[src/rtl/hazard_ctrl.sv]
// Hazard controller for the 5-stage core: load-use stalls, data-memory wait freeze,
// taken-branch flushes, forwarding suppression for EX bubbles and a stall counter.
module hazard_ctrl #(
  parameter int CNT_W   = 16,
  parameter int TIMEOUT = 255
) (
  input  logic             clk,
  input  logic             rst_n,
  input  logic [4:0]       id_rs1,
  input  logic [4:0]       id_rs2,
  input  logic             id_uses_rs2,
  input  logic             ex_mem_read,
  input  logic [4:0]       ex_rd,
  input  logic             ex_branch_taken,
  input  logic             mem_req,
  input  logic             mem_ack,
  output logic             stall_if,
  output logic             stall_id,
  output logic             bubble_ex,
  output logic             flush_if_id,
  output logic             flush_id_ex,
  output logic             freeze,
  output logic             ignore_fwd_ex,
  output logic             mem_timeout,
  output logic [CNT_W-1:0] stall_cycles
);

  localparam int WC_W = $clog2(TIMEOUT + 1);

  typedef enum logic [0:0] {
    ST_RUN      = 1'b0,
    ST_MEM_WAIT = 1'b1
  } state_t;

  state_t            r_state;
  state_t            w_state_nxt;
  logic [WC_W-1:0]   r_wait_cnt;
  logic [WC_W-1:0]   w_wait_cnt_nxt;
  logic              r_ignore_fwd_ex;
  logic              r_mem_timeout;
  logic [CNT_W-1:0]  r_stall_cycles;
  logic              w_load_use;
  logic              w_mem_wait;
  logic              w_hold_wait;
  logic              w_timeout_set;

  assign w_load_use = ex_mem_read && (ex_rd != 5'd0) &&
                      ((ex_rd == id_rs1) || (id_uses_rs2 && (ex_rd == id_rs2)));
  assign w_mem_wait = mem_req && !mem_ack;

  // Next-state and control decode; priority is memory wait, then branch, then load-use.
  always_comb begin
    stall_if       = 1'b0;
    stall_id       = 1'b0;
    bubble_ex      = 1'b0;
    flush_if_id    = 1'b0;
    flush_id_ex    = 1'b0;
    freeze         = 1'b0;
    w_timeout_set  = 1'b0;
    w_hold_wait    = 1'b0;
    w_state_nxt    = r_state;
    w_wait_cnt_nxt = r_wait_cnt;

    case (r_state)
      ST_MEM_WAIT: w_hold_wait = !mem_ack;
      ST_RUN:      w_hold_wait = 1'b0;
      default:     w_hold_wait = 1'b0;
    endcase

    if (!rst_n) begin
      w_state_nxt    = ST_RUN;
      w_wait_cnt_nxt = {WC_W{1'b0}};
    end else if (w_hold_wait) begin
      freeze      = 1'b1;
      w_state_nxt = ST_MEM_WAIT;
      if (r_wait_cnt == WC_W'(TIMEOUT)) begin
        w_timeout_set = 1'b1;
      end else begin
        w_wait_cnt_nxt = r_wait_cnt + WC_W'(1);
      end
    end else if (w_mem_wait) begin
      freeze         = 1'b1;
      w_state_nxt    = ST_MEM_WAIT;
      w_wait_cnt_nxt = WC_W'(1);
    end else if (ex_branch_taken) begin
      // The ID instruction is squashed, so a pending load-use on it is irrelevant.
      flush_if_id = 1'b1;
      flush_id_ex = 1'b1;
      w_state_nxt = ST_RUN;
    end else if (w_load_use) begin
      stall_if    = 1'b1;
      stall_id    = 1'b1;
      bubble_ex   = 1'b1;
      w_state_nxt = ST_RUN;
    end else begin
      w_state_nxt = ST_RUN;
    end
  end

  // State, wait counter, sticky timeout, forwarding-suppress flag and saturating stall counter.
  always_ff @(posedge clk) begin
    if (!rst_n) begin
      r_state         <= ST_RUN;
      r_wait_cnt      <= {WC_W{1'b0}};
      r_ignore_fwd_ex <= 1'b0;
      r_mem_timeout   <= 1'b0;
      r_stall_cycles  <= {CNT_W{1'b0}};
    end else begin
      r_state    <= w_state_nxt;
      r_wait_cnt <= w_wait_cnt_nxt;
      if (w_timeout_set) begin
        r_mem_timeout <= 1'b1;
      end
      if (!freeze) begin
        r_ignore_fwd_ex <= bubble_ex || flush_id_ex;
      end
      if ((stall_if || freeze) && (r_stall_cycles != {CNT_W{1'b1}})) begin
        r_stall_cycles <= r_stall_cycles + CNT_W'(1);
      end
    end
  end

  assign ignore_fwd_ex = r_ignore_fwd_ex;
  assign mem_timeout   = r_mem_timeout;
  assign stall_cycles  = r_stall_cycles;

endmodule
[config.mk]
export PLATFORM = sky130hd
export DESIGN_NAME = hazard_ctrl
export DESIGN_NICKNAME = d
export VERILOG_FILES = /design/src/rtl/hazard_ctrl.sv
export SDC_FILE = /design/constraint.sdc
export NUM_CORES = 1
export LEC_CHECK = 0
export CORE_MARGIN = 2
export CORE_UTILIZATION = 46
export CTS_BUF_LIST = sky130_fd_sc_hd__clkbuf_16
export CTS_CLUSTER_DIAMETER = 40
export CTS_CLUSTER_SIZE = 12
export DETAILED_ROUTE_END_ITERATION = 10
export GPL_ROUTABILITY_DRIVEN = 0
export PLACE_DENSITY = 0.79
export SLEW_MARGIN = 5
export SYNTH_ARGS = -nofsm -noshare
export SYNTH_HDL_FRONTEND = slang
export SYNTH_SLANG_ARGS = --single-unit
[constraint.sdc]
create_clock -name clk -period 2.8 [get_ports clk]
set_input_delay 0.42 -clock clk [delete_from_list [all_inputs] [get_ports clk]]
set_output_delay 0.42 -clock clk [all_outputs]
set_load 0.005 [all_outputs]
==> summary.md, run 1 <==
| Metric | Value |
|---|---|
| Status | `complete, no violations` |
| Initial antenna violation count | `0` |
| Critical path's slowest cell | `or4_1` |
| Root Driver | `clkbuf_16` |
| Fraction of registers with async set/reset | `0%` |
| CTS tree | `built` |
| Critical R2R Launch | `stall_cycles[0]` |
| Synthesized Nets | `between 150 and 200` |
| Dominant synthesized flop cell | `dfxtp_1` |
| Crit-path cells | `clkdlybuf4s50_1 -> or4_1 -> o211ai_2 -> nor2_1 -> and2_1 -> clkdlybuf4s50_1` |
| Power Density | `around 390 nW/µm²` |
| H-tree Lvls | `1` |
| Final instance area | `2100 µm²` |
| Clock sink count | `27` |
| FF-to-FF setup slack | `around 0.65 ns` |
| Min-Delay Startpoint | `r_wait_cnt[5]` |
| Leakage | `between 0.7 and 0.8 nW` |
| Layout cells sized above 1 | `9.91%` |
| Clk_lat worst skew | `0.26 ns` |
| N_diodes | `0` |
| Final hold vios | `0` |
| CP required | `between 2 and 2.5 ns` |
| Num CTS Buffers | `3` |
| Startpoint Class | `primary input` |
| Final Max Tran Viols | `0` |
| Final HPWL DP | `approximately 2800 µm` |
| Crit-path max FO | `3` |
| Crit path arrival time | `around 2.3 ns` |
| DRT iter0 DRCs | `approximately 110` |
| Yosys warns | `0` |
| Overflow after GRT | `0` |
| Synth-to-Final Area Change | `38.4%` |
| Hold path cells | `2` |
| Worst VDD drop | `0.360 mV` |
| Flops & latches, synth | `27` |
| Post-DP Area | `roughly 2000 µm²` |
| Seq/Total Area, Yosys | `between 30 and 40%` |
| Top Family by Delay on Critical Path | `buffers and inverters` |
| GRT Total Usage | `a little over a fifth` |
| Worst hold endpoint | `r_wait_cnt[5]` |
| Count of cell types in the netlist | `45` |
| Worst-Margin Slew | `around 0.5 ns` |
| Setup Skew | `~0.0059 ns` |
| Clk pin slew, worst setup/hold paths | `roughly 0.06 ns` |
| Most frequent cell after synthesis | `dfxtp_1` |
| RSZ-0062 raised after global routing | `no` |
| Core Rows | `20` |
| Synth top area cells | `dfxtp_1 (36%), xnor2_1 (5.8%), nand2_1 (4.2%), mux2i_1 (3.3%), nor2_1 (3.0%)` |
| R2r worst-path depth | `8` |
| Setup TNS | `0 ns` |
| DR vias/cell | `around 5.4` |
| CP endpoint kind | `primary output` |
| Initial Util | `48.9%` |
| Clock Path Buffers | `2` |
| Die ar. | `3770 µm²` |
| Die span in y | `around 61 µm` |
| Max stage delay on crit path | `0.53 ns` |
| Largest net degree at the start of global routing | `21` |
| Commonest cells post-synth | `dfxtp_1 (27), nand2_1 (17), nor2_1 (12)` |
| I/O pin cnt | `46` |
| Final min period | `~2.7 ns` |
| Wire length per cell | `13.5 µm` |
| Fmax | `around 370 MHz` |
| RR Endpoint | `stall_cycles[9]` |
| Max Cap Viol | `0` |
| Setup CP Type | `in -> out` |
| First-pass GRT wire length | `about 6000 µm` |
| Final setup margin | `a little over 0.1 ns` |
| WP buf/inv | `2` |
| Yosys top cell area share | `about 36%` |
| Area of the core | `about 3100 µm²` |
| Area leader, netlist | `dfxtp_1` |
| Crit path top cell by count | `clkdlybuf4s50_1` |
| Cells after Synth | `172` |
| Hold Crit Class | `reg -> reg` |
| Die Width | `between 60 and 70 µm` |
| PortBufs | `45` |
| Vias in the first global route | `between 1k and 1.5k` |
| Pre-CTS setup slack | `0.0508 ns` |
| Post-synth EDFFs | `0` |
| Period utilization | `a little over nine tenths` |
| # setup viols final | `0` |
| Post-Syn Area | `1520 µm²` |
| DRC | `0` |
| Mean post-synth cell area | `8.82 µm²` |
| Fin nets | `around 250` |
| Antenna-violating nets left | `0` |
| Relative slew slack | `approximately 66%` |
| WL final | `3600 µm` |
| Initial DRT Pass Iterations | `4` |
| Via Count | `about 1.4k` |
| Hold Slack | `about 0.5 ns` |
area by class of cell:
cell class | instances | area, µm²
Timing Repair Buffer | 53 | 513
Multi-Input combinational cell | 132 | 888
Clock inverter | 1 | 3.75
Clock buffer | 3 | 75.1
Inverter | 6 | 22.5
Tap cell | 44 | 55.1
Fill cell | 284 | 1000
Sequential cell | 27 | 541
per-layer routing:
layer | up-vias | part of all wire [%] | track usage (%)
met1 | 663 | 44 | 26.3
met3 | 4 | 3.7 | 4.62
met2 | 32 | 51 | 36.3
met5 | - | 0 | 0
met4 | 0 | 1.1 | 7.90
li1 | 727 | - | -
stage by stage:
| stage | utilization, % | instances | total power [mW] |
|---|---|---|---|
| floorplan | - | 172 | 0.457 |
| global placement | 64.8 | 261 | 0.509 |
| detailed placement | 64.8 | 261 | 0.513 |
| CTS | 67.3 | 265 | 0.832 |
| global route | 67.6 | 266 | 0.858 |
| finish | 67.6 | 266 | 0.824 |
timing repair:
action                     in CTS  in global routing
setup endpoints to repair       0                  3
buffers inserted                0                  1
resized for setup               0                  1
hold buffers                    0                  0
cell families after synthesis:
family	synth area share (%)
flops	35.6
mux	3.30
compound gates	20.1
buf+inv	5.77
fa+ha+maj	1.65
xor+xnor	8.66
simple gates	24.8
worst reg2reg max path: stages, from the launching register on:
cell and delay, ns:
dfxtp_1 0.34, ha_1 0.25, and2_1 0.20, and4_4 0.21, a211oi_2 0.25, a21oi_2 0.08
buf_4 0.20, or4_1 0.41, a21oi_1 0.15
where the power goes:
| group | internal (mW) | switching, mW | total [mW] |
|---|---|---|---|
| combinational | 0.0640 | 0.0482 | 0.112 |
| sequential | 0.389 | 0.00425 | 0.393 |
| clock | 0.191 | 0.127 | 0.319 |
flip-flops by register name (all words and copies together) (netlist names):
signal / cells
ignore_fwd_ex: 1
mem_timeout: 1
r_state: 1
r_wait_cnt: 8
stall_cycles: 16
worst max-delay path by stage:
stage | startpoint | endpoint | slack (ns) | cells past startpoint
2_1_floorplan | ex_rd[1] | stall_id | 0.84 | 5
3_3_place_gp | ex_rd[1] | bubble_ex | 0.07 | 6
3_5_place_dp | ex_rd[1] | stall_id | 0.05 | 6
4_1_cts | ex_rd[1] | stall_id | 0.04 | 6
5_1_grt | ex_rd[2] | stall_id | 0.04 | 6
6_report | ex_rd[2] | stall_id | 0.10 | 6
cell usage in the layout, fill, tap and decap left out, drive strengths merged, types with 2 or more instances in the layout:
cell           count
nor4               2
nor2              12
a21oi              9
or3                6
clkdlybuf4s50     44
and4               3
buf                8
mux2i              5
nor3               2
a21boi             2
o211ai             5
o31ai              6
inv                7
a31oi              2
and3               3
nand4              6
or4                3
nand3              6
dfxtp             27
xnor2             10
ha                 2
o21bai             2
o21ai              9
clkbuf             3
xor2               5
nand2             17
nand2b             2
and2               6
Note: power is estimated with default switching activity, not from simulation.
==> run 2, diff against run 1 <==
Settings changed: CORE_UTILIZATION 46 to 42, CTS_CLUSTER_SIZE 12 to 16, PLACE_DENSITY 0.79 to 0.76, REMOVE_ABC_BUFFERS from default to 1.
Clock period 2.8 ns to 2.3 ns, I/O delays scaled along.
==> summary.md, run 2 (synthesis results as in run 1) <==
| Metric | Value |
|---|---|
| Setup CP Type | `in -> out` |
| FF-to-FF setup slack | `~0.17 ns` |
| Via Count | `1448` |
| Crit-path max FO | `3` |
| Fill count | `about 310` |
| Seq pwr share | `between 40 and 50%` |
| Root Driver | `clkbuf_16` |
| Min-Delay Startpoint | `r_wait_cnt[5]` |
| Clk_lat worst skew | `0.26 ns` |
| Met3 Usage GRT | `under 10%` |
| RR Endpoint | `stall_cycles[10]` |
| Worst-Margin Slew | `0.493 ns` |
| CP required | `between 1.5 and 2 ns` |
| Status | `complete, no violations` |
| Final instance area | `about 2200 µm²` |
| Power Density | `about 460 nW/µm²` |
| Post-DP Area | `approximately 2100 µm²` |
| Layout cells sized above 1 | `between 15 and 20%` |
| R2r worst-path depth | `8` |
| Startpoint Class | `primary input` |
| Clk pin slew, worst setup/hold paths | `0.06 ns` |
| Net Sw Power | `about 220 µW` |
| DRT iter0 DRCs | `between 60 and 70` |
| CP endpoint kind | `primary output` |
| GRT Total Usage | `a little under a fifth` |
| RSZ-0062 raised after global routing | `no` |
| Crit-path cells | `clkdlybuf4s50_1 -> or4_4 -> o211ai_2 -> nor2_2 -> and2_1 -> dlygate4sd2_1` |
| Setup Skew | `between 0.005 and 0.006 ns` |
| Setup crit start | `ex_rd[1]` |
| Final hold vios | `0` |
| Fin cells | `~280` |
| Initial Util | `~45%` |
| Clock sink count | `27` |
| Max stage delay on crit path | `0.42 ns` |
| Relative slew slack | `approximately two thirds` |
| Final min period | `2.21 ns` |
| Critical R2R Launch | `stall_cycles[0]` |
| Num CTS Buffers | `3` |
| Worst VDD drop | `roughly 0.36 mV` |
| Final setup margin | `approximately 0.086 ns` |
| First-pass GRT wire length | `6150 µm` |
| Most frequent cells in the layout | `clkdlybuf4s50_1 (39), dfxtp_1 (27), buf_4 (18)` |
| WL final | `between 3000 and 4000 µm` |
| N_diodes | `0` |
| CTS tree | `built` |
| Fin nets | `258` |
| Most common cell after layout, fill and taps aside | `clkdlybuf4s50_1` |
| # setup viols final | `0` |
| Sw Ratio | `a little over a fifth` |
| Wire length per cell | `approximately 13 µm` |
| PortBufs | `between 40 and 50` |
| Area of the core | `roughly 3400 µm²` |
| Period utilization | `96.3%` |
| Die Width | `~64 µm` |
| H-tree Lvls | `1` |
| Clock Path Buffers | `2` |
| Die ar. | `about 4000 µm²` |
| Die span in y | `around 64 µm` |
| Initial DRT Pass Iterations | `4` |
| Grt peak-use layer | `met2` |
| Final HPWL DP | `approximately 2700 µm` |
| Placed Cells | `roughly 270` |
| Hold path cells | `2` |
| Antenna-violating nets left | `0` |
| Critical path's slowest cell | `clkdlybuf4s50_1` |
| Pre-CTS setup slack | `-0.218 ns` |
| M2 GR Usage | `~30%` |
| Leakage | `approximately 0.8 nW` |
| Max FFs per register | `16` |
| Int Pwr | `between 700 and 800 µW` |
| Met1 track demand over resource | `approximately a quarter` |
| Fmax | `452 MHz` |
| Clock share of power | `between 30% and 40%` |
| DRC | `0` |
| I/O pin cnt | `46` |
| Hold Crit Class | `reg -> reg` |
| Combinational share of power | `about 15%` |
| Hold Slack | `about 0.5 ns` |
| Crit path arrival time | `between 1.5 and 2 ns` |
| Synth-to-Final Area Change | `45.0%` |
| Final Max Tran Viols | `0` |
| Overflow after GRT | `0` |
| DR vias/cell | `5.19` |
| Largest net degree at the start of global routing | `16` |
| Vias in the first global route | `between 1k and 1.5k` |
| Initial antenna violation count | `0` |
| Max Cap Viol | `0` |
| Hold-fix buffers, CTS | `0` |
| Core Rows | `21` |
| Worst hold endpoint | `r_wait_cnt[5]` |
run 2: through the flow:
stage / power, mW / utilization [%] / TNS [ns]
6_report: 1.01 / 64.9 / 0
5_1_grt: 1.06 / 64.9 / 0
4_1_cts: 1.03 / 64.6 / 0
3_5_place_dp: 0.640 / 61.9 / -1.23
3_3_place_gp: 0.639 / 61.9 / -1.03
2_1_floorplan: 0.547 / - / 0
run 2: per-layer routing:
layer	vias to the layer above	part of all wire (%)	wire length, µm
li1	749	-	-
met1	657	48	1730
met2	37	44	1570
met3	5	6.6	237
met4	0	1.0	36
met5	-	0	0
run 2: what timing repair did:
action                                  4_1_cts  5_1_grt
endpoints found under the setup margin        3        5
setup buffers                                 2        0
endpoints found under the hold margin         0        0
pin swaps                                     3        2
gates resized for setup                       7        2
run 2: critical path, delay by kind of cell:
family / cells / cell delay, ns
buffers and inverters: 2 / 0.68
AOI/OAI and AO/OA: 1 / 0.18
and+or+nand+nor: 3 / 0.66
run 2: power by group through the flow:
| stage | sequential, mW | clock [mW] | combinational (mW) |
|---|---|---|---|
| finish | 0.479 | 0.384 | 0.152 |
| global route | 0.479 | 0.416 | 0.165 |
| CTS | 0.479 | 0.395 | 0.152 |
| detailed placement | 0.489 | 0 | 0.151 |
| global placement | 0.489 | 0 | 0.150 |
| floorplan | 0.489 | 0 | 0.0580 |
run 2: area by class of cell:
type / instances / area, µm² / area share [%]
Clock inverter: 1 / 3.75 / 0.171
Inverter: 6 / 22.5 / 1.02
Clock buffer: 3 / 75.1 / 3.41
Timing Repair Buffer: 64 / 598 / 27.2
Multi-Input combinational cell: 132 / 901 / 41.0
Sequential cell: 27 / 541 / 24.6
Tap cell: 46 / 57.6 / 2.62
run 2: worst max-delay path by stage:
stage	end
2_1_floorplan	stall_cycles[1]
3_3_place_gp	bubble_ex
3_5_place_dp	stall_id
4_1_cts	stall_id
5_1_grt	stall_if
6_report	stall_id
